`src/rtl/econet_tx.sv`:
```
// Econet/ADLC-compatible line transmitter.
// Frames bytes from a one-byte valid/ready holding register onto the serial
// line: opening 0x7E flag(s), LSB-first data with zero-bit stuffing, closing
// flag(s), then idle 1s. An empty holding register mid-frame turns into an
// abort (a run of 1s). Frame start is deferred while the receiver reports the
// line busy and until the inter-frame idle gap has elapsed.
// All state changes on the falling edge of the line clock so the line is
// stable before the receiving side samples on the rising edge.
module econet_tx #(
  parameter int LEAD_FLAGS  = 1,
  parameter int TRAIL_FLAGS = 1,
  parameter int ABORT_BITS  = 8,
  parameter int IDLE_BITS   = 15
) (
  input  logic       econet_clk,
  input  logic       reset,
  input  logic [7:0] tx_data,
  input  logic       tx_valid,
  input  logic       tx_last,
  output logic       tx_ready,
  input  logic       line_busy,
  output logic       econet_data_out,
  output logic       tx_en,
  output logic       tx_busy,
  output logic       tx_done,
  output logic       tx_underrun
);

  localparam int GAP_W = $clog2(IDLE_BITS + 1);
  localparam int ABT_W = $clog2(ABORT_BITS + 1);

  localparam logic [7:0]       FLAG      = 8'h7E;
  localparam logic [2:0]       LEAD_LAST = 3'(LEAD_FLAGS - 1);
  localparam logic [2:0]       TRAIL_N   = 3'(TRAIL_FLAGS);
  localparam logic [GAP_W-1:0] GAP_FULL  = GAP_W'(IDLE_BITS);
  localparam logic [ABT_W-1:0] ABORT_N   = ABT_W'(ABORT_BITS);
  localparam logic [ABT_W-1:0] ABORT_Z   = {ABT_W{1'b0}};

  typedef enum logic [2:0] {
    S_IDLE  = 3'd0,
    S_LEAD  = 3'd1,
    S_DATA  = 3'd2,
    S_TRAIL = 3'd3,
    S_ABORT = 3'd4
  } state_t;

  state_t           state_q;
  logic [7:0]       hold_data_q;
  logic             hold_last_q;
  logic             hold_full_q;
  logic [7:0]       shift_q;
  logic             shift_last_q;
  logic [2:0]       bit_cnt_q;
  logic [2:0]       flag_cnt_q;
  logic [2:0]       ones_q;
  logic [GAP_W-1:0] gap_q;
  logic [ABT_W-1:0] abort_cnt_q;
  logic             stuff_q;
  logic             data_out_q;
  logic             en_q;
  logic             done_q;
  logic             under_q;

  logic             accept_s;
  logic             load_s;
  logic [2:0]       ones_d;

  // Handshake, shift-register reload and next ones-run length for a data bit.
  always_comb begin
    accept_s = tx_valid && !hold_full_q;
    load_s   = 1'b0;
    ones_d   = shift_q[0] ? (ones_q + 3'd1) : 3'd0;
    if (state_q == S_LEAD) begin
      load_s = (bit_cnt_q == 3'd7) && (flag_cnt_q == LEAD_LAST);
    end else if (state_q == S_DATA) begin
      load_s = (ones_q != 3'd5) && (bit_cnt_q == 3'd7) && !shift_last_q && hold_full_q;
    end else begin
      load_s = 1'b0;
    end
  end

  // Holding register: filled by the handshake, emptied when the shifter loads.
  always_ff @(negedge econet_clk) begin
    if (reset) begin
      hold_full_q <= 1'b0;
      hold_data_q <= 8'h00;
      hold_last_q <= 1'b0;
    end else if (accept_s) begin
      hold_full_q <= 1'b1;
      hold_data_q <= tx_data;
      hold_last_q <= tx_last;
    end else if (load_s) begin
      hold_full_q <= 1'b0;
    end
  end

  // Framing state machine with registered line outputs.
  always_ff @(negedge econet_clk) begin
    if (reset) begin
      state_q      <= S_IDLE;
      data_out_q   <= 1'b1;
      en_q         <= 1'b0;
      done_q       <= 1'b0;
      under_q      <= 1'b0;
      ones_q       <= 3'd0;
      gap_q        <= GAP_FULL;
      bit_cnt_q    <= 3'd0;
      flag_cnt_q   <= 3'd0;
      abort_cnt_q  <= ABORT_Z;
      stuff_q      <= 1'b0;
      shift_q      <= 8'h00;
      shift_last_q <= 1'b0;
    end else begin
      done_q  <= 1'b0;
      under_q <= 1'b0;
      case (state_q)
        S_IDLE: begin
          data_out_q <= 1'b1;
          en_q       <= 1'b0;
          if (gap_q != GAP_FULL) begin
            gap_q <= gap_q + 1'b1;
          end
          if (hold_full_q && (gap_q == GAP_FULL) && !line_busy) begin
            // Start edge already carries bit 0 of the first opening flag.
            data_out_q <= FLAG[0];
            en_q       <= 1'b1;
            bit_cnt_q  <= 3'd1;
            flag_cnt_q <= 3'd0;
            state_q    <= S_LEAD;
          end
        end
        S_LEAD: begin
          data_out_q <= FLAG[bit_cnt_q];
          bit_cnt_q  <= bit_cnt_q + 3'd1;
          if (bit_cnt_q == 3'd7) begin
            if (flag_cnt_q == LEAD_LAST) begin
              shift_q      <= hold_data_q;
              shift_last_q <= hold_last_q;
              ones_q       <= 3'd0;
              state_q      <= S_DATA;
            end else begin
              flag_cnt_q <= flag_cnt_q + 3'd1;
            end
          end
        end
        S_DATA: begin
          if (ones_q == 3'd5) begin
            // Stuffed zero; the shifter holds its position.
            data_out_q <= 1'b0;
            ones_q     <= 3'd0;
          end else begin
            data_out_q <= shift_q[0];
            shift_q    <= {1'b0, shift_q[7:1]};
            ones_q     <= ones_d;
            bit_cnt_q  <= bit_cnt_q + 3'd1;
            if (bit_cnt_q == 3'd7) begin
              if (shift_last_q) begin
                flag_cnt_q <= 3'd0;
                stuff_q    <= (ones_d == 3'd5);
                state_q    <= S_TRAIL;
              end else if (hold_full_q) begin
                shift_q      <= hold_data_q;
                shift_last_q <= hold_last_q;
              end else begin
                abort_cnt_q <= ABORT_Z;
                state_q     <= S_ABORT;
              end
            end
          end
        end
        S_TRAIL: begin
          if (flag_cnt_q == TRAIL_N) begin
            data_out_q <= 1'b1;
            en_q       <= 1'b0;
            done_q     <= 1'b1;
            gap_q      <= {GAP_W{1'b0}};
            state_q    <= S_IDLE;
          end else if (stuff_q) begin
            // Five 1s ended the data: break the run before the flag.
            data_out_q <= 1'b0;
            stuff_q    <= 1'b0;
          end else begin
            data_out_q <= FLAG[bit_cnt_q];
            bit_cnt_q  <= bit_cnt_q + 3'd1;
            if (bit_cnt_q == 3'd7) begin
              flag_cnt_q <= flag_cnt_q + 3'd1;
            end
          end
        end
        S_ABORT: begin
          data_out_q <= 1'b1;
          if (abort_cnt_q == ABORT_N) begin
            en_q    <= 1'b0;
            gap_q   <= {GAP_W{1'b0}};
            state_q <= S_IDLE;
          end else begin
            en_q        <= 1'b1;
            under_q     <= (abort_cnt_q == ABORT_Z);
            abort_cnt_q <= abort_cnt_q + 1'b1;
          end
        end
        default: begin
          data_out_q <= 1'b1;
          en_q       <= 1'b0;
          state_q    <= S_IDLE;
        end
      endcase
    end
  end

  assign tx_ready        = !hold_full_q;
  assign tx_busy         = (state_q != S_IDLE) || hold_full_q;
  assign econet_data_out = data_out_q;
  assign tx_en           = en_q;
  assign tx_done         = done_q;
  assign tx_underrun     = under_q;

endmodule

```
`config.mk`:
```
export PLATFORM = sky130hd
export DESIGN_NAME = econet_tx
export DESIGN_NICKNAME = d
export VERILOG_FILES = /design/src/rtl/econet_tx.sv
export SDC_FILE = /design/constraint.sdc
export NUM_CORES = 1
export LEC_CHECK = 0
export ABC_CLOCK_PERIOD_IN_PS = 2300
export CAP_MARGIN = 20
export CORE_ASPECT_RATIO = 2
export CORE_MARGIN = 2
export CORE_UTILIZATION = 28
export CTS_CLUSTER_SIZE = 8
export DETAILED_ROUTE_END_ITERATION = 6
export SLEW_MARGIN = 15
export SYNTH_ARGS = -nofsm -noshare
export SYNTH_HDL_FRONTEND = slang
export SYNTH_SLANG_ARGS = --single-unit
```
`constraint.sdc`:
```
create_clock -name econet_clk -period 2.3 [get_ports econet_clk]
set_input_delay 0.23 -clock econet_clk [delete_from_list [all_inputs] [get_ports econet_clk]]
set_output_delay 0.23 -clock econet_clk [all_outputs]
set_load 0.05 [all_outputs]
```
* After elaboration in Yosys (flattened, before gate mapping)
Memory sizes are Yosys's and may differ from the RTL's. A register that Yosys moved wholly into a read port is not among the register bits.
Index checks and enable logic that the tools add are counted.
** Operators by class
- Add/subtract/negate cells :: 5
- $lt $le $gt $ge :: 1
- Equal/unequal tests :: 29
- Mux-type cells :: 75
- Bitwise gates (word level) :: 3
- Reductions and logical operators :: 34
** Operators with widths (count)
- 3-bit 2-to-1 mux :: 27
- 8-bit 2-to-1 mux :: 6
- 4-bit 2-to-1 mux :: 8
- 2-bit != test (second input constant) :: 13
- 3-bit case mux with 4 select lines :: 2
- 1-bit 2-to-1 mux :: 23
- 8-bit case mux with 2 select lines :: 1
- 3-bit case mux with 5 select lines :: 1
- 5-bit AND reduction :: 3
- 3-bit == test (second input constant) :: 4
- 4-bit case mux with 3 select lines :: 1
- 10-bit AND reduction :: 1
- 3-bit by 1-bit adder with 3-bit output (second input constant) :: 3
- 4-bit by 1-bit adder with 4-bit output (second input constant) :: 2
- 4-bit == test (second input constant) :: 2
- 1-bit case mux with 4 select lines :: 2
- 4-bit case mux with 2 select lines :: 1
- 4-bit AND reduction :: 2
- 8-bit AND reduction :: 1
- 2-bit nonzero test :: 4
- 1-bit logical AND :: 7
- 3-bit by 1-bit == test with 1-bit output (second input constant) :: 2
- 3-bit by 2-bit == test with 1-bit output (second input constant) :: 2
- 3-bit zero test :: 2
- other kinds (17) :: 27
** Word-level totals
- Bits in registers :: 44
- ROM bits :: 8
- Input port bits :: 13
- Output and inout bits :: 6
- Word-level logic and storage cells :: 164
- Memories :: 1
** Memories
- (name not given) :: depth 8, bits a word 1, read ports 1, clocked after memory_dff 1, wr ports 0, RTL line 183 : data_out_q <= FLAG[bit_cnt_q];

* Longest topological paths before layout
- Depth in word-level cells :: 8
- Mapped depth :: 8
- Depth with buffers taken out :: 7

==> impl_metrics.yaml <==
timing:
  worst_pin_slew_ps: 512.9
  relSlewSlack_pct: 65.74
  hold_ws_ps: 447.5
  finClkSkew_ps: 14.07
  finalHoldViolations: 0
  fin_ws_ps: -250.3
  finalSetupViolCount: 2
  rsz0062_at_grt: "true"
  maxSlewViolCount: 0
cells_and_area:
  fin_area_sq_um: 3189
  fin_util_pct: 39.02
  layout-drive-gt1-share_pct: 13.57
  diodes: 0
  nets: 385
  final.fill_count: 804
  syn_to_final_growth_pct: 36.53
clock_network:
  root_buffer: "clkbuf_16"
  clk_pin_slew_ps: 40
  clk_latency_ps: 370
  cts_buffer_depth: 2
  postCtsHoldBufs: 0
  cts_max_level: 2
  cts.sinks: 45
  numCtsBuffers: 5
  cts_tree: "yes"
die:
  rows: 47
  io_pins: 19
  die_w_um: 68.59
  design.core.area_sq_um: 8174
  start_util_pct: 28.58
  die-area_sq_um: 9133
  die_h_um: 133.2
setup_path:
  cp-end-kind: "output pin"
  rr_worst_depth: 6
  cp_max_fo: 2
  cp_slowest_cell: "dfxtp_2"
  path_cells: "nor3_4 > nand2_4 > buf_12"
  cp.arrival_ps: 2320
  required_ps: 2070
  crit_type: "reg2out"
  critPathMaxStageDelay_ps: 320
  start_kind: "register"
power:
  vdd_drop_max_mv: 0.7010
  leakage_uw: 0.001426
  power.density_nw_per_um2: 928.6
logic_synthesis:
  seq_area_frac_synth_pct: 38.56
  ys_types: 50
  synthAdderAreaFrac_pct: 5.356
  netlist.area_leader.share_pct: 38.56
  synth_mux_area_share_pct: 4.285
  yosysTopAreaCell: "dfxtp_1"
  synth.area.top_cells: "dfxtp_1, nand2_1, ha_1"
  ys_seq_elements: 45
  synth-xor-area-share_pct: 0.3749
  synthFlopType: "dfxtp_1"
  synth_edf_count: 0
  synth_compound_area_share_pct: 21.00
  synth_area_sq_um: 2336
  synthSimpleGateAreaFrac_pct: 26.25
  synth.avg_cell_area_sq_um: 8.111
  yosysWarnings: 0
  synth_top_family_by_area: "simple AND/OR/NAND/NOR gates"
  synth_cells: 288
  synthArstFlopShare_pct: 0
  syn_nets: 311
drt:
  finalWirelength_um: 5939
  wire_per_inst_um: 12.94
  postRouteAntennaNets: 0
  dr_total_vias: 2291
  drc: 0
  firstDrtPassIters: 4
  via_per_inst: 4.991
  drt_iter0_markers: 71
global_routing:
  grt_max_degree: 22
  overflow: 0
  grt_pass1_vias: 2325
  grt_pass1_wl_um: 10190
  track_usage_pct: 14.61
  antenna_found_initial: 0
placed_design:
  dpl_cell_area_sq_um: 2805
  dpl.hpwl_um: 4332
  io_buffers: 18
  place_ws_ps: -659.7
  finalWeightedCongestion: 0.7888
hold_path:
  min_path_type: "reg2reg"
  holdPathStages: 2
flow_run:
  maxCapViolations: 0
status:
  status: "complete, but fails checks"
  violations: "negative setup slack"
==> path summary, 6_finish.rpt <==
kind,startpoint,endpoint,slack [ps]
max,state_q[1],tx_busy,-250
min,hold_data_q[1],hold_data_q[1],450
max reg2reg,state_q[2],gap_q[3],170
min reg2reg,hold_data_q[1],hold_data_q[1],450
==> repair_timing <==
action | 4_1_cts | 5_1_grt
cloned | 0 | 0
resized for setup | 10 | 4
setup endpoints to repair | 13 | 13
pin swaps | 6 | 6
setup buffers | 4 | 0
==> layout by cell type, fill, tap and decap left out, types with 4 or more instances in the layout <==
master / count
a22oi_1: 4
clkbuf_16: 5
clkdlybuf4s50_1: 11
dfxtp_2: 4
o21ai_1: 6
ha_1: 9
buf_6: 4
inv_1: 53
buf_4: 14
or3_1: 5
a21oi_1: 23
nand2_1: 40
o21ai_0: 6
a211oi_1: 10
nand3_1: 10
mux2i_1: 10
dfxtp_1: 41
nor2_1: 24
nand2b_1: 8
nor2b_1: 8
buf_12: 8
==> cells by family after synthesis <==
| kind of cell | count (synthesis) |
|---|---|
| compound gates | 74 |
| xor+xnor | 1 |
| fa+ha+maj | 10 |
| buf+inv | 25 |
| flops | 45 |
| mux | 10 |
| simple gates | 123 |
==> worst max-delay path, delay by kind of cell, from the launching register on <==
family	cells	cell delay, ps
AND/OR/NAND/NOR	2	330
flip-flops	1	320
buffers and inverters	1	150
==> through the flow <==
stage | setup TNS [ps] | std cells | total power [uW]
final | -352.6 | 459 | 2962
after global routing | -503.5 | 459 | 3174
after CTS | -531.9 | 459 | 3011
after detailed placement | -8480 | 405 | 1942
after global placement | -8223 | 405 | 1927
after floorplan | -385.7 | 288 | 1641
==> layout make-up <==
type                            count  area (sq um)  area share [%]
Clock buffer                        5         125.1           3.923
Clock inverter                     46         198.9           6.238
Inverter                           10         41.29           1.295
Multi-Input combinational cell    218          1375           43.11
Sequential cell                    45         905.9           28.40
Tap cell                           98         122.6           3.845
Timing Repair Buffer               37         420.4           13.18
==> power breakdown <==
group | switching [uW] | internal, uW | total [uW] | leakage, uW
Clock | 489 | 605 | 1090 | 0.000315
Combinational | 476 | 420 | 896 | 0.000743
Sequential | 85.0 | 886 | 971 | 0.000368
==> Yosys cell counts, types with 2 or more instances <==
| library cell | n |
|---|---|
| nor2_1 | 24 |
| nand2_1 | 41 |
| nand2b_1 | 9 |
| or2_2 | 3 |
| buf_2 | 3 |
| dfxtp_1 | 45 |
| o21a_1 | 3 |
| a221o_1 | 2 |
| nand3b_1 | 2 |
| o21ai_0 | 6 |
| o21ai_1 | 6 |
| a211o_1 | 3 |
| a21boi_1 | 2 |
| nor3_1 | 4 |
| nand3_1 | 10 |
| mux2i_1 | 10 |
| a22oi_1 | 4 |
| o31ai_1 | 2 |
| a21oi_1 | 24 |
| ha_1 | 10 |
| nor3b_1 | 3 |
| clkbuf_1 | 10 |
| or3_1 | 5 |
| nor2b_1 | 8 |
| and3_1 | 2 |
| and3b_1 | 2 |
| a221oi_1 | 2 |
| or2_0 | 2 |
| a211oi_1 | 10 |
| inv_1 | 10 |
| nand4_1 | 2 |
==> sequential cells by signal (all words and copies together), names as in the netlist, named ones only <==
register and cells:
bit_cnt_q 3, flag_cnt_q 3, gap_q 4, shift_q 8, ones_q 3, stuff_q 1, shift_last_q 1, hold_last_q 1
tx_en 1, hold_data_q 8, abort_cnt_q 4, econet_data_out 1, tx_done 1, state_q 3, tx_underrun 1, hold_full_q 1
==> metal layers <==
metal	vias up	wire length (um)	global-route usage, %
met2	39	3477	25.48
met4	0	174	10.22
met5	-	0	0
met1	1077	2126	13.79
li1	1166	-	-
met3	9	161	4.054
(Power assumes the default switching activity.)
